### src/rtl/id_ex_control_stage_pkg.sv
// Shared definitions for the ID/EX control stage: opcodes, ALUOp codes and
// the packed control bundle carried from decode into EX.
package id_ex_control_stage_pkg;

  // Major opcodes (instr[6:0]) understood by the main control decoder.
  localparam logic [6:0] OP_RTYPE  = 7'b0110011;
  localparam logic [6:0] OP_LOAD   = 7'b0000011;
  localparam logic [6:0] OP_STORE  = 7'b0100011;
  localparam logic [6:0] OP_ITYPE  = 7'b0010011;
  localparam logic [6:0] OP_BRANCH = 7'b1100011;

  // ALUOp codes consumed by the EX-stage ALU control decoder.
  localparam logic [1:0] ALUOP_MEM = 2'b00;
  localparam logic [1:0] ALUOP_BR  = 2'b01;
  localparam logic [1:0] ALUOP_R   = 2'b10;

  // Control bundle produced by decode and registered into EX.
  typedef struct packed {
    logic [1:0] alu_op;
    logic       alu_src;
    logic       mem_read;
    logic       mem_write;
    logic       reg_write;
    logic       memto_reg;
    logic       branch;
  } ctrl_t;

  // All-zero bundle: what a bubble looks like in EX.
  localparam ctrl_t CTRL_NONE = '0;

endpackage

### src/rtl/id_ex_control_stage_decoder.sv
// Main control decoder: pure combinational opcode-to-control-bundle mapping.
// Unknown opcodes produce an all-zero bundle and legal = 0 so the stage can
// turn them into bubbles.
module main_control_decoder
  import id_ex_control_stage_pkg::*;
(
  input  logic [6:0] opcode,
  output ctrl_t      ctrl,
  output logic       legal
);

  // Decode the major opcode into the control bundle.
  always_comb begin
    ctrl  = CTRL_NONE;
    legal = 1'b1;
    case (opcode)
      OP_RTYPE: begin
        ctrl.alu_op    = ALUOP_R;
        ctrl.reg_write = 1'b1;
      end
      OP_LOAD: begin
        ctrl.alu_op    = ALUOP_MEM;
        ctrl.alu_src   = 1'b1;
        ctrl.mem_read  = 1'b1;
        ctrl.reg_write = 1'b1;
        ctrl.memto_reg = 1'b1;
      end
      OP_STORE: begin
        ctrl.alu_op    = ALUOP_MEM;
        ctrl.alu_src   = 1'b1;
        ctrl.mem_write = 1'b1;
      end
      OP_ITYPE: begin
        ctrl.alu_op    = ALUOP_MEM;
        ctrl.alu_src   = 1'b1;
        ctrl.reg_write = 1'b1;
      end
      OP_BRANCH: begin
        ctrl.alu_op = ALUOP_BR;
        ctrl.branch = 1'b1;
      end
      default: begin
        ctrl  = CTRL_NONE;
        legal = 1'b0;
      end
    endcase
  end

endmodule

### src/rtl/id_ex_control_stage.sv
// ID/EX control stage: decodes the IF/ID instruction, detects load-use
// hazards, and registers controls plus register indices into EX.
//
// Pipeline-slot semantics: ex_valid = 1 means EX holds a real instruction.
// When pc_write/ifid_write are 0 the front end must hold PC and IF/ID, and
// this stage loads a bubble (ex_valid = 0, all controls and indices 0).
// Because the bubble clears ex_MemRead, a load-use stall lasts one cycle.
module id_ex_control_stage
  import id_ex_control_stage_pkg::*;
#(
  parameter int STALL_CNT_W = 16,
  parameter int XLEN        = 64
) (
  input  logic                   clk,
  input  logic                   reset,
  input  logic [31:0]            id_instr,
  input  logic                   id_valid,
  input  logic                   flush,
  output logic                   pc_write,
  output logic                   ifid_write,
  output logic                   ex_valid,
  output logic [1:0]             ex_ALUOp,
  output logic [3:0]             ex_Funct,
  output logic                   ex_ALUSrc,
  output logic                   ex_MemRead,
  output logic                   ex_MemWrite,
  output logic                   ex_RegWrite,
  output logic                   ex_MemtoReg,
  output logic                   ex_Branch,
  output logic [4:0]             ex_rs1,
  output logic [4:0]             ex_rs2,
  output logic [4:0]             ex_rd,
  output logic [STALL_CNT_W-1:0] stall_count
);

  // The datapath width is fixed (ld/sd are doubleword); it does not change
  // any control decision here.
  localparam int unused_xlen = XLEN;

  ctrl_t      id_ctrl;
  logic       id_legal;
  logic [4:0] id_rs1;
  logic [4:0] id_rs2;
  logic [4:0] id_rd;
  logic [3:0] id_funct;
  logic       hazard;
  logic       load_bubble;

  // Instruction bits not consumed by control (upper funct7 / imm bits).
  logic unused_bits;
  assign unused_bits = &{1'b0, id_instr[31], id_instr[29:25]};

  main_control_decoder u_decoder (
    .opcode (id_instr[6:0]),
    .ctrl   (id_ctrl),
    .legal  (id_legal)
  );

  // Register fields. rs2 is taken from [24:20] even for ld/I-type, which
  // makes the hazard check conservative for those opcodes.
  assign id_rs1   = id_instr[19:15];
  assign id_rs2   = id_instr[24:20];
  assign id_rd    = id_instr[11:7];
  assign id_funct = {id_instr[30], id_instr[14:12]};

  // Load-use hazard: a valid load in EX writes a nonzero register that the
  // valid ID instruction reads.
  always_comb begin
    hazard = ex_valid & ex_MemRead & (ex_rd != 5'd0) & id_valid &
             ((ex_rd == id_rs1) | (ex_rd == id_rs2));
  end

  assign pc_write    = ~hazard;
  assign ifid_write  = ~hazard;
  assign load_bubble = flush | hazard | ~id_valid | ~id_legal;

  // ID/EX register: bubble on flush, stall, empty ID or unknown opcode.
  always_ff @(posedge clk) begin
    if (reset || load_bubble) begin
      ex_valid    <= 1'b0;
      ex_ALUOp    <= 2'b00;
      ex_Funct    <= 4'b0000;
      ex_ALUSrc   <= 1'b0;
      ex_MemRead  <= 1'b0;
      ex_MemWrite <= 1'b0;
      ex_RegWrite <= 1'b0;
      ex_MemtoReg <= 1'b0;
      ex_Branch   <= 1'b0;
      ex_rs1      <= 5'd0;
      ex_rs2      <= 5'd0;
      ex_rd       <= 5'd0;
    end else begin
      ex_valid    <= 1'b1;
      ex_ALUOp    <= id_ctrl.alu_op;
      ex_Funct    <= id_funct;
      ex_ALUSrc   <= id_ctrl.alu_src;
      ex_MemRead  <= id_ctrl.mem_read;
      ex_MemWrite <= id_ctrl.mem_write;
      ex_RegWrite <= id_ctrl.reg_write;
      ex_MemtoReg <= id_ctrl.memto_reg;
      ex_Branch   <= id_ctrl.branch;
      ex_rs1      <= id_rs1;
      ex_rs2      <= id_rs2;
      ex_rd       <= id_rd;
    end
  end

  // Saturating count of load-use stalls; a flushed stall is not counted.
  always_ff @(posedge clk) begin
    if (reset) begin
      stall_count <= '0;
    end else if (hazard && !flush && (stall_count != {STALL_CNT_W{1'b1}})) begin
      stall_count <= stall_count + 1'b1;
    end
  end

endmodule

### config.mk
export PLATFORM = sky130hd
export DESIGN_NAME = id_ex_control_stage
export DESIGN_NICKNAME = d
export VERILOG_FILES = /design/src/rtl/id_ex_control_stage_pkg.sv /design/src/rtl/id_ex_control_stage_decoder.sv /design/src/rtl/id_ex_control_stage.sv
export SDC_FILE = /design/constraint.sdc
export NUM_CORES = 1
export LEC_CHECK = 0
export CORE_MARGIN = 5
export CORE_UTILIZATION = 40
export CTS_CLUSTER_SIZE = 25
export DETAILED_ROUTE_END_ITERATION = 16
export PLACE_DENSITY = 0.88
export SYNTH_ARGS = -nofsm -noshare
export SYNTH_HDL_FRONTEND = slang
export SYNTH_SLANG_ARGS = --single-unit
### constraint.sdc
create_clock -name clk -period 3.2 [get_ports clk]
set_input_delay 0.96 -clock clk [delete_from_list [all_inputs] [get_ports clk]]
set_output_delay 0.96 -clock clk [all_outputs]
set_load 0.02 [all_outputs]
==> results.toml <==
[outcome]
status = "finished clean"

[drt]
drc_errors = 0
dr.first_iter.drc_count = 98
wl_microns = 4410
dr.pass1.iters = 4
vias_per_cell = 4.94
ant_nets = 0
wl_per_cell_microns = 14.3
vias = 1523

[floorplan]
io_pins = 82
die_h_microns = 75.7
coreArea_sq_um = 4090
row_count = 23
initial_core_util_pct = 42.2
die_area_sq_um = 5720
die_w_microns = 75.7

[synthesis]
synthTopCellsByArea = "dfxtp_1 50%, and2_1 6.9%, xnor2_1 6.1%, xor2_1 4.6%, nor2_1 3.7%"
synth_flop_cell = "dfxtp_1"
ys_types = 40
synth_top_area_cell = "dfxtp_1"
synth_edf_count = 0
ys_seq_elements = 43
synth.avg_cell_area_sq_um = 9.91
yosys_warnings = 0
ys_seq_area_share_pct = 49.9
yosys-top-cells-count = "43 x dfxtp_1, 19 x and2_1, 17 x nor2_1, 12 x nand3_1, 12 x xnor2_1"
async_flop_share_pct = 0
synth_top_area_share_pct = 49.9
syn_inst = 174
synth.most_common_cell = "dfxtp_1"
syn_area_sq_um = 1720
synth_nets = 211

[pwr]
p_per_area_nw_per_um2 = 387
p_total_uw = 1030
p_leak_uw = 0.000986
peakVddDrop_v = 0.000322

[worst_setup_path]
worstRegToRegCells = 7
cp.required_ps = 2240
slowest_stage = "clkdlybuf4s50_1"
crit_fanout = 3
r2r_slack_ps = 1120
r2r_start = "ex_rd[1]$_SDFF_PP0_"
setup.worst_path.start_class = "primary input"
r2r_end = "ex_rd[0]$_SDFF_PP0_"
worstSetupPathType = "in -> out"
max_stage_delay_ps = 490
arrival_ps = 2160
path_cells = "clkdlybuf4s50_1 -> xnor2_1 -> nand3_1 -> o22ai_2 -> nand2_2 -> buf_2"
cp-end-kind = "output port"

[sta]
fmax_mhz = 321
setup_slack_ps = 80.9
slew_viol_final = 0
max-slew-margin-rel_pct = 60.8
timing.final.crit_period_ps = 3120
max_slew.worst_pin.slew_ps = 584
fin_skew_ps = 5.24
finalCritPeriodShare_pct = 97.5
hold_viol_final = 0
rsz0062_at_grt = "false"
finalSetupViolCount = 0

[min_path]
hold_end = "stall_count[15]$_SDFFE_PP0P_"
hold_start = "stall_count[15]$_SDFFE_PP0P_"
hold_depth = 2
min_path_type = "reg -> reg"

[placed_design]
dpl_worst_slack_ps = -352
dp.final_hpwl_microns = 3520
place_area_sq_um = 2560
port_buffers = 75
place.gp.congestion = 0.755

[global_routing]
grt_max_degree = 21
grt_pass1_vias = 1564
antenna_found_initial = 0
grtUsageTotal_pct = 16.6
grt_pass1_wl_microns = 7070
grt.overflow.total = 0

[flow_run]
maxCapViolations = 0

[layout]
diodes = 0
fill_cells = 334
layout-drive-gt1-share_pct = 10.1
area_delta_synth_final_pct = 54.7
fin_area_sq_um = 2670
utilization_pct = 65.3
num-nets-final = 294

[clock_tree]
clkTransAtPathRegs_ps = 80
h-tree-depth = 2
cts_tree = "yes"
cts-buffers-inserted = 5
clock-sinks = 43
clock_latency_ps = 290
cts_root_buf = "clkbuf_8"
hold_buffers = 0
clockBufferDepth = 2
## worst max path at each step
stage                 startpoint  endpoint  slack (ps)  cells after the start
floorplan           id_instr[24]  pc_write         400                      5
global placement    id_instr[20]  pc_write        -350                      6
detailed placement  id_instr[20]  pc_write        -350                      6
CTS                 id_instr[20]  pc_write          40                      6
global route        id_instr[19]  pc_write           6                      6
finish              id_instr[20]  pc_write          80                      6
## stage by stage
stage / TNS (ps) / hold slack (ps) / cells
floorplan: 0 / 570 / 174
global placement: -693 / 491 / 300
detailed placement: -697 / 516 / 300
CTS: 0 / 525 / 308
global route: 0 / 547 / 308
finish: 0 / 527 / 308
## report_power, final
| group | internal (uW) | switching [uW] | total [uW] |
|---|---|---|---|
| clock | 253 | 182 | 435 |
| combinational | 41.2 | 22.0 | 63.2 |
| sequential | 535 | 0.362 | 535 |
## layout by cell type, fill, tap and decap left out, drive strengths merged, types with 2 or more instances in the layout
cell type / n
xor2: 9
xnor2: 12
clkdlybuf4s50: 73
nand3: 13
nand2b: 2
and3: 5
buf: 10
or3: 2
nor3: 2
nand2: 9
and4: 2
nand4: 3
a21oi: 5
or4: 2
clkbuf: 6
dfxtp: 43
nor2: 17
nor2b: 3
and2: 19
o21ai: 3
## routing by layer
| metal | share of wire, % | vias to the layer above | track usage, % |
|---|---|---|---|
| li1 | - | 760 | - |
| met1 | 35 | 700 | 15.7 |
| met2 | 52 | 54 | 29.8 |
| met3 | 12 | 9 | 9.37 |
| met4 | 1.5 | 0 | 5.83 |
| met5 | 0 | - | 0 |
## sequential cells by signal (all words and copies together), names as in the netlist
signal       cells
ex_ALUOp         2
ex_MemWrite      1
ex_Funct         4
ex_rs2           5
ex_valid         1
ex_rd            5
ex_Branch        1
ex_RegWrite      1
ex_MemtoReg      1
ex_rs1           5
stall_count     16
ex_ALUSrc        1
## cell families (layout without fill, tap and decap cells)
logic type | after synthesis | count (layout) | synth area share (%)
and+or+nand+nor | 84 | 84 | 27.1
buffers and inverters | 8 | 92 | 2.54
muxes | 2 | 2 | 1.23
AOI/OAI and AO/OA | 15 | 15 | 7.77
DFF | 43 | 43 | 49.9
adders and majority gates | 1 | 1 | 0.726
xor gates and xnor gates | 21 | 21 | 10.7
## worst max-delay path, delay by kind of cell
kind	cells	cell delay, ps
buffers and inverters	2	660
AOI/OAI and AO/OA	1	220
and+or+nand+nor	2	190
xor gates and xnor gates	1	120
## cell type report
type	instances	area, sq um	share of cell area, %
clock inverter	2	35.0	1.31
inverter	1	3.75	0.141
timing repair buffer	83	801	30.0
sequential	43	861	32.3
multi-input combinational	123	822	30.8
clock buffer	6	82.6	3.10
tap	50	62.6	2.35
## what timing repair did
item | CTS | global route
buffers inserted | 0 | 0
setup endpoints to repair | 2 | 2
resized for setup | 8 | 1
No activity file was read; power rests on OpenSTA's default activity.
